[src/rtl/lc3_ctrl_seq_if.sv]
// rtl/lc3_ctrl_seq_if.sv - IR/BEN inputs and datapath/SRAM control outputs of the LC-3 sequencer
interface lc3_ctrl_seq_if;
    logic       Run;
    logic       Continue;
    logic [3:0] Opcode;
    logic       IR_5;
    logic       IR_11;
    logic       BEN;

    logic       LD_MAR, LD_MDR, LD_IR, LD_BEN, LD_CC, LD_REG, LD_PC, LD_LED;
    logic       GatePC, GateMDR, GateALU, GateMARMUX;
    logic [1:0] PCMUX;
    logic       DRMUX, SR1MUX, SR2MUX, ADDR1MUX;
    logic [1:0] ADDR2MUX;
    logic [1:0] ALUK;
    logic       Mem_CE, Mem_UB, Mem_LB, Mem_OE, Mem_WE;

    modport master (
        input  Run, Continue, Opcode, IR_5, IR_11, BEN,
        output LD_MAR, LD_MDR, LD_IR, LD_BEN, LD_CC, LD_REG, LD_PC, LD_LED,
        output GatePC, GateMDR, GateALU, GateMARMUX,
        output PCMUX, DRMUX, SR1MUX, SR2MUX, ADDR1MUX, ADDR2MUX, ALUK,
        output Mem_CE, Mem_UB, Mem_LB, Mem_OE, Mem_WE
    );

    modport slave (
        output Run, Continue, Opcode, IR_5, IR_11, BEN,
        input  LD_MAR, LD_MDR, LD_IR, LD_BEN, LD_CC, LD_REG, LD_PC, LD_LED,
        input  GatePC, GateMDR, GateALU, GateMARMUX,
        input  PCMUX, DRMUX, SR1MUX, SR2MUX, ADDR1MUX, ADDR2MUX, ALUK,
        input  Mem_CE, Mem_UB, Mem_LB, Mem_OE, Mem_WE
    );
endinterface

[src/rtl/lc3_ctrl_seq.sv]
// rtl/lc3_ctrl_seq.sv - LC-3 control sequencer with parameterised SRAM strobe length
module lc3_ctrl_seq #(
    parameter int MEM_WAIT = 2,
    parameter bit PAUSE_EN = 1'b1
) (
    input  logic             Clk,
    input  logic             Reset,
    lc3_ctrl_seq_if.master   bus
);
    typedef enum logic [4:0] {
        HALTED, F_MAR, F_RD, F_IR, DECODE,
        S_ADD, S_AND, S_NOT, S_LEA,
        A_PC9, A_R6, M_RD, IND, WB, ST_DATA, M_WR,
        J_R7, J_PC, S_JMP, BR_CHK, BR_TAKE, P1, P2
    } state_t;

    localparam logic [3:0] LAST = 4'(MEM_WAIT - 1);

    state_t     state, state_nx;
    logic [3:0] cnt, cnt_nx;
    logic       ind, ind_nx, st, st_nx;
    logic       last;

    assign last       = (cnt == LAST);
    assign bus.Mem_CE = 1'b0;
    assign bus.Mem_UB = 1'b0;
    assign bus.Mem_LB = 1'b0;

    always_ff @(posedge Clk) begin
        if (Reset) begin
            state <= HALTED;
            cnt   <= 4'd0;
            ind   <= 1'b0;
            st    <= 1'b0;
        end else begin
            state <= state_nx;
            cnt   <= cnt_nx;
            ind   <= ind_nx;
            st    <= st_nx;
        end
    end

    always_comb begin
        state_nx       = state;
        cnt_nx         = 4'd0;
        ind_nx         = ind;
        st_nx          = st;
        bus.LD_MAR     = 1'b0;
        bus.LD_MDR     = 1'b0;
        bus.LD_IR      = 1'b0;
        bus.LD_BEN     = 1'b0;
        bus.LD_CC      = 1'b0;
        bus.LD_REG     = 1'b0;
        bus.LD_PC      = 1'b0;
        bus.LD_LED     = 1'b0;
        bus.GatePC     = 1'b0;
        bus.GateMDR    = 1'b0;
        bus.GateALU    = 1'b0;
        bus.GateMARMUX = 1'b0;
        bus.PCMUX      = 2'b00;
        bus.DRMUX      = 1'b0;
        bus.SR1MUX     = 1'b0;
        bus.SR2MUX     = 1'b0;
        bus.ADDR1MUX   = 1'b0;
        bus.ADDR2MUX   = 2'b00;
        bus.ALUK       = 2'b00;
        bus.Mem_OE     = 1'b1;
        bus.Mem_WE     = 1'b1;

        case (state)
            HALTED: if (bus.Run) state_nx = F_MAR;
            F_MAR: begin
                bus.GatePC = 1'b1;
                bus.LD_MAR = 1'b1;
                bus.LD_PC  = 1'b1;
                state_nx   = F_RD;
            end
            // cnt_nx defaults to 0, so the counter clears on every strobe exit
            F_RD: begin
                bus.Mem_OE = 1'b0;
                if (last) begin
                    bus.LD_MDR = 1'b1;
                    state_nx   = F_IR;
                end else begin
                    cnt_nx = cnt + 4'd1;
                end
            end
            F_IR: begin
                bus.GateMDR = 1'b1;
                bus.LD_IR   = 1'b1;
                state_nx    = DECODE;
            end
            DECODE: begin
                bus.LD_BEN = 1'b1;
                case (bus.Opcode)
                    4'b0001: state_nx = S_ADD;
                    4'b0101: state_nx = S_AND;
                    4'b1001: state_nx = S_NOT;
                    4'b1110: state_nx = S_LEA;
                    4'b0010: state_nx = A_PC9;
                    4'b1010: begin state_nx = A_PC9; ind_nx = 1'b1; end
                    4'b0011: begin state_nx = A_PC9; st_nx = 1'b1; end
                    4'b1011: begin state_nx = A_PC9; ind_nx = 1'b1; st_nx = 1'b1; end
                    4'b0110: state_nx = A_R6;
                    4'b0111: begin state_nx = A_R6; st_nx = 1'b1; end
                    4'b0100: state_nx = J_R7;
                    4'b1100: state_nx = S_JMP;
                    4'b0000: state_nx = BR_CHK;
                    4'b1101: state_nx = PAUSE_EN ? P1 : F_MAR;
                    default: state_nx = F_MAR;
                endcase
            end
            S_ADD, S_AND, S_NOT: begin
                bus.ALUK    = (state == S_ADD) ? 2'b00 : (state == S_AND) ? 2'b01 : 2'b10;
                bus.SR2MUX  = (state != S_NOT) && bus.IR_5;
                bus.GateALU = 1'b1;
                bus.LD_REG  = 1'b1;
                bus.LD_CC   = 1'b1;
                state_nx    = F_MAR;
            end
            S_LEA: begin
                bus.ADDR2MUX   = 2'b10;
                bus.GateMARMUX = 1'b1;
                bus.LD_REG     = 1'b1;
                bus.LD_CC      = 1'b1;
                state_nx       = F_MAR;
            end
            // Only direct stores skip the read; STI reads its pointer first
            A_PC9, A_R6: begin
                bus.ADDR1MUX   = (state == A_R6);
                bus.ADDR2MUX   = (state == A_R6) ? 2'b01 : 2'b10;
                bus.GateMARMUX = 1'b1;
                bus.LD_MAR     = 1'b1;
                state_nx       = (st && !ind) ? ST_DATA : M_RD;
            end
            M_RD: begin
                bus.Mem_OE = 1'b0;
                if (last) begin
                    bus.LD_MDR = 1'b1;
                    state_nx   = ind ? IND : WB;
                end else begin
                    cnt_nx = cnt + 4'd1;
                end
            end
            IND: begin
                bus.GateMDR = 1'b1;
                bus.LD_MAR  = 1'b1;
                ind_nx      = 1'b0;
                state_nx    = st ? ST_DATA : M_RD;
            end
            WB: begin
                bus.GateMDR = 1'b1;
                bus.LD_REG  = 1'b1;
                bus.LD_CC   = 1'b1;
                state_nx    = F_MAR;
            end
            ST_DATA: begin
                bus.SR1MUX  = 1'b1;
                bus.ALUK    = 2'b11;
                bus.GateALU = 1'b1;
                bus.LD_MDR  = 1'b1;
                state_nx    = M_WR;
            end
            M_WR: begin
                bus.Mem_WE = 1'b0;
                if (last) begin
                    st_nx    = 1'b0;
                    state_nx = F_MAR;
                end else begin
                    cnt_nx = cnt + 4'd1;
                end
            end
            J_R7: begin
                bus.GatePC = 1'b1;
                bus.DRMUX  = 1'b1;
                bus.LD_REG = 1'b1;
                state_nx   = J_PC;
            end
            J_PC: begin
                bus.ADDR1MUX = !bus.IR_11;
                bus.ADDR2MUX = bus.IR_11 ? 2'b11 : 2'b00;
                bus.PCMUX    = 2'b01;
                bus.LD_PC    = 1'b1;
                state_nx     = F_MAR;
            end
            S_JMP: begin
                bus.ADDR1MUX = 1'b1;
                bus.PCMUX    = 2'b01;
                bus.LD_PC    = 1'b1;
                state_nx     = F_MAR;
            end
            BR_CHK: state_nx = bus.BEN ? BR_TAKE : F_MAR;
            BR_TAKE: begin
                bus.ADDR2MUX = 2'b10;
                bus.PCMUX    = 2'b01;
                bus.LD_PC    = 1'b1;
                state_nx     = F_MAR;
            end
            P1: begin
                bus.LD_LED = 1'b1;
                if (bus.Continue) state_nx = P2;
            end
            P2: if (!bus.Continue) state_nx = F_MAR;
            default: state_nx = HALTED;
        endcase
    end
endmodule

[src/flat_wrapper.sv]
// flat-port wrapper written by rule: the top's interface ports become plain ports
module lc3_ctrl_seq_flat 
#(
    parameter int MEM_WAIT = 2,
    parameter bit PAUSE_EN = 1'b1
)
  (Clk, Reset, bus_Run, bus_Continue, bus_Opcode, bus_IR_5, bus_IR_11, bus_BEN, bus_LD_MAR, bus_LD_MDR, bus_LD_IR, bus_LD_BEN, bus_LD_CC, bus_LD_REG, bus_LD_PC, bus_LD_LED, bus_GatePC, bus_GateMDR, bus_GateALU, bus_GateMARMUX, bus_PCMUX, bus_DRMUX, bus_SR1MUX, bus_SR2MUX, bus_ADDR1MUX, bus_ADDR2MUX, bus_ALUK, bus_Mem_CE, bus_Mem_UB, bus_Mem_LB, bus_Mem_OE, bus_Mem_WE);
  lc3_ctrl_seq_if bus_i ();
  input  logic Clk;
  input  logic Reset;
  input wire logic [$bits(bus_i.Run)-1:0] bus_Run;
  input wire logic [$bits(bus_i.Continue)-1:0] bus_Continue;
  input wire logic [$bits(bus_i.Opcode)-1:0] bus_Opcode;
  input wire logic [$bits(bus_i.IR_5)-1:0] bus_IR_5;
  input wire logic [$bits(bus_i.IR_11)-1:0] bus_IR_11;
  input wire logic [$bits(bus_i.BEN)-1:0] bus_BEN;
  output wire logic [$bits(bus_i.LD_MAR)-1:0] bus_LD_MAR;
  output wire logic [$bits(bus_i.LD_MDR)-1:0] bus_LD_MDR;
  output wire logic [$bits(bus_i.LD_IR)-1:0] bus_LD_IR;
  output wire logic [$bits(bus_i.LD_BEN)-1:0] bus_LD_BEN;
  output wire logic [$bits(bus_i.LD_CC)-1:0] bus_LD_CC;
  output wire logic [$bits(bus_i.LD_REG)-1:0] bus_LD_REG;
  output wire logic [$bits(bus_i.LD_PC)-1:0] bus_LD_PC;
  output wire logic [$bits(bus_i.LD_LED)-1:0] bus_LD_LED;
  output wire logic [$bits(bus_i.GatePC)-1:0] bus_GatePC;
  output wire logic [$bits(bus_i.GateMDR)-1:0] bus_GateMDR;
  output wire logic [$bits(bus_i.GateALU)-1:0] bus_GateALU;
  output wire logic [$bits(bus_i.GateMARMUX)-1:0] bus_GateMARMUX;
  output wire logic [$bits(bus_i.PCMUX)-1:0] bus_PCMUX;
  output wire logic [$bits(bus_i.DRMUX)-1:0] bus_DRMUX;
  output wire logic [$bits(bus_i.SR1MUX)-1:0] bus_SR1MUX;
  output wire logic [$bits(bus_i.SR2MUX)-1:0] bus_SR2MUX;
  output wire logic [$bits(bus_i.ADDR1MUX)-1:0] bus_ADDR1MUX;
  output wire logic [$bits(bus_i.ADDR2MUX)-1:0] bus_ADDR2MUX;
  output wire logic [$bits(bus_i.ALUK)-1:0] bus_ALUK;
  output wire logic [$bits(bus_i.Mem_CE)-1:0] bus_Mem_CE;
  output wire logic [$bits(bus_i.Mem_UB)-1:0] bus_Mem_UB;
  output wire logic [$bits(bus_i.Mem_LB)-1:0] bus_Mem_LB;
  output wire logic [$bits(bus_i.Mem_OE)-1:0] bus_Mem_OE;
  output wire logic [$bits(bus_i.Mem_WE)-1:0] bus_Mem_WE;
  assign bus_i.Run = bus_Run;
  assign bus_i.Continue = bus_Continue;
  assign bus_i.Opcode = bus_Opcode;
  assign bus_i.IR_5 = bus_IR_5;
  assign bus_i.IR_11 = bus_IR_11;
  assign bus_i.BEN = bus_BEN;
  assign bus_LD_MAR = bus_i.LD_MAR;
  assign bus_LD_MDR = bus_i.LD_MDR;
  assign bus_LD_IR = bus_i.LD_IR;
  assign bus_LD_BEN = bus_i.LD_BEN;
  assign bus_LD_CC = bus_i.LD_CC;
  assign bus_LD_REG = bus_i.LD_REG;
  assign bus_LD_PC = bus_i.LD_PC;
  assign bus_LD_LED = bus_i.LD_LED;
  assign bus_GatePC = bus_i.GatePC;
  assign bus_GateMDR = bus_i.GateMDR;
  assign bus_GateALU = bus_i.GateALU;
  assign bus_GateMARMUX = bus_i.GateMARMUX;
  assign bus_PCMUX = bus_i.PCMUX;
  assign bus_DRMUX = bus_i.DRMUX;
  assign bus_SR1MUX = bus_i.SR1MUX;
  assign bus_SR2MUX = bus_i.SR2MUX;
  assign bus_ADDR1MUX = bus_i.ADDR1MUX;
  assign bus_ADDR2MUX = bus_i.ADDR2MUX;
  assign bus_ALUK = bus_i.ALUK;
  assign bus_Mem_CE = bus_i.Mem_CE;
  assign bus_Mem_UB = bus_i.Mem_UB;
  assign bus_Mem_LB = bus_i.Mem_LB;
  assign bus_Mem_OE = bus_i.Mem_OE;
  assign bus_Mem_WE = bus_i.Mem_WE;
  lc3_ctrl_seq #(.MEM_WAIT(MEM_WAIT), .PAUSE_EN(PAUSE_EN)) u_core (.Clk(Clk), .Reset(Reset), .bus(bus_i));
endmodule
[config.mk]
export PLATFORM = sky130hd
export DESIGN_NAME = lc3_ctrl_seq_flat
export DESIGN_NICKNAME = d
export VERILOG_FILES = /design/src/rtl/lc3_ctrl_seq_if.sv /design/src/rtl/lc3_ctrl_seq.sv /design/src/flat_wrapper.sv
export SDC_FILE = /design/constraint.sdc
export NUM_CORES = 1
export LEC_CHECK = 0
export ABC_CLOCK_PERIOD_IN_PS = 1800
export CAP_MARGIN = 10
export CORE_MARGIN = 2
export CORE_UTILIZATION = 48
export CTS_CLUSTER_DIAMETER = 40
export DETAILED_ROUTE_END_ITERATION = 8
export PLACE_DENSITY = 0.79
export SYNTH_ARGS = -nofsm -noshare
export SYNTH_HDL_FRONTEND = slang
export SYNTH_SLANG_ARGS = --single-unit
[constraint.sdc]
create_clock -name Clk -period 1.8 [get_ports Clk]
set_input_delay 0.27 -clock Clk [delete_from_list [all_inputs] [get_ports Clk]]
set_output_delay 0.27 -clock Clk [all_outputs]
set_load 0.01 [all_outputs]
==> run_results.csv <==
group,metric,value,unit
synthesis,ys_types,54,
cts,numCtsBuffers,3,
status,violations,"negative setup slack",
setup_path,endpoint_kind,"flip-flop",
die,die-width,56.1,um
layout,area.growth.synth_to_final,61.2,%
setup_path,critical_path_class,"reg -> reg",
placed_design,gp_congestion,0.957,
drt,met1Wirelength,1990,um
drt,via_per_inst,6.34,
setup_path,cp-start-kind,"flip-flop",
layout,ff_latch_area,236,sq um
timing,period_minus_slack,1.87,ns
synthesis,synth_commonest_cells,"nor2_1, a21oi_1, nand2_1",
timing,finalSetupTns,-0.112,ns
die,pin_count,38,
cts,cts_buffer_depth,2,
setup_path,crit_fanout,8,
drt,top_layer,"met4",
synthesis,ys_ff_latch,11,
drt,route.met3.wl,534,um
synthesis,ys_seq_area_share,16.9,%
timing,drv_slew,0,
cts,cts-root-buf,"clkbuf_4",
cts,cts_hold_buf,0,
cts,cts.sinks,11,
die,die_area,0.00315,sq mm
grt,track_usage,33.6,%
layout,multi_input_area,0.00108,sq mm
die,dieHeight,56.1,um
synthesis,ys_top_cells_by_area,"dfxtp_1, a21oi_1, nor2_1",
drt,drc,0,
timing,fin_skew,0.0162,ns
grt,grt_overflow_total,0,
die,coreArea,0.00252,sq mm
cts,clkTransAtPathRegs,0.08,ns
synthesis,avgSynthCellArea,7.04,sq um
placed_design,hpwlAfterDp,3620,um
job,maxCapViolations,0,
timing,rsz0062_at_grt,"true",
pwr,ir_drop,1.01,mV
setup_path,required,1.96,ns
timing,period_share,104,%
timing,timing.fmax,535,MHz
drt,drt_iter0_markers,153,
layout,finalInstanceArea,0.00210,sq mm
timing,setup_ws,-0.0701,ns
synthesis,yosys.area.top_type_share,16.9,%
setup_path,cp_data_arrival_time,2.03,ns
synthesis,yosysWarnings,0,
layout,antenna_cells,0,
synthesis,synth_flop_cell,"dfxtp_1",
drt,vias,1840,
cts,htreeDepth,1,
synthesis,syn_inst,185,
cts,cts_tree,"built",
pwr,total_power,0.00237,W
layout,nNetsFinal,274,
drt,antenna_left,0,
die,start_util,51.6,%
drt,wl_met2,2630,um
timing,slew_headroom,55.6,%
pwr,p_per_area,1130,mW/mm^2
grt,grt_antenna_before_repair,0,
grt,grt_pass1_wl,8460,um
grt,grt_max_degree,14,
synthesis,yosysMostFrequentCell,"nor2_1",
pwr,p_leak,0.898,nW
status,status,"finished with violations",
synthesis,synth_largest_area_cell,"dfxtp_1",
worst_hold_path,min_path_type,"reg -> reg",
cts,clock_latency,0.28,ns
synthesis,synthesis.area,0.00130,sq mm
timing,worst_pin_slew,0.649,ns
synthesis,async_reset_ff_share,0,%
synthesis,synth-edff-count,0,
placed_design,placed_area,0.00194,sq mm
timing,hold_viol_final,0,
layout,layout-drive-gt1-share,42.3,%
placed_design,io_buffers,33,
drt,wl_per_cell,19.0,um
drt,drtPass1Iterations,5,
layout,fill_cells,154,
grt,first_global_vias,1821,
timing,setup_viol,6,
die,placementRows,18,
drt,wl,5520,um
stage by stage:
step           hold WS (ns)  util [%]  cells  worst slack (ns)
2_1_floorplan         0.338         -    188             0.133
3_3_place_gp          0.446      76.8    282            -0.109
3_5_place_dp          0.475      76.8    282            -0.219
4_1_cts               0.490      82.1    288           -0.0116
5_1_grt               0.509      83.2    290            -0.185
6_report              0.483      83.2    290           -0.0701
worst paths after layout:
kind / startpoint / endpoint / slack, ns / cells after the start
min reg2reg: u_core.cnt[0] / u_core.cnt[0] / 0.48 / 1
max: u_core.state[0] / u_core.state[3] / -0.07 / 8
max reg2reg: u_core.state[0] / u_core.state[3] / -0.07 / 8
min: u_core.cnt[0] / u_core.cnt[0] / 0.48 / 1
area by class of cell:
class / count / share of cell area [%]
tap: 30 / 1.79
sequential: 11 / 11.3
timing repair buffer: 86 / 32.5
clock buffer: 4 / 1.25
multi-input combinational: 150 / 51.5
inverter: 9 / 1.61
cells in the final DEF, fill, tap and decap left out, types with 3 or more instances in the layout:
cell type / n
nand2_1: 17
clkbuf_2: 8
buf_2: 8
and3_1: 3
clkdlybuf4s50_1: 10
xor2_1: 4
o21ai_0: 3
buf_6: 6
dfxtp_4: 4
nand4b_1: 3
o21ai_1: 4
dfxtp_1: 6
a21oi_2: 6
a21oi_1: 13
nand3_1: 7
nand2b_1: 5
nor2_1: 23
conb_1: 4
clkbuf_4: 3
inv_1: 7
nand3b_1: 3
dlygate4sd2_1: 6
buf_4: 45
flip-flops by register name, summed over array words and instances, names as in the netlist:
register and flops:
u_core.state 5, u_core.cnt 4, u_core.ind 1, u_core.st 1
cell families after synthesis:
group	count (synthesis)	synth area share, %
other	1	0.288
AOI/OAI and AO/OA	49	27.1
adders and majority gates	2	1.92
buffers and inverters	27	12.2
xor gates and xnor gates	6	4.03
DFF	11	16.9
and+or+nand+nor	89	37.6
worst max-delay path: stages, from the launching register on:
cell and delay [ns]:
dfxtp_4 0.37, buf_6 0.13, buf_6 0.13, or3_4 0.34, a221oi_4 0.26, buf_6 0.16, nor4_4 0.06, o21ai_1 0.16
a21oi_1 0.13
repair_timing:
action	in CTS	in global routing
gates cloned	0	0
resized for setup	75	40
pin swaps	6	10
endpoints found under the setup margin	26	28
setup buffers	2	2
power breakdown:
group | internal [W] | switching (W)
clock network | 0.0000860 | 0.0000913
registers | 0.000293 | 0.0000670
logic | 0.000895 | 0.000935
per-layer routing:
| metal | vias up | track usage (%) |
|---|---|---|
| met5 | - | 0 |
| met4 | 0 | 17.3 |
| met3 | 49 | 6.98 |
| met2 | 153 | 58.2 |
| met1 | 832 | 38.5 |
| li1 | 806 | - |
(Power assumes the default switching activity.)
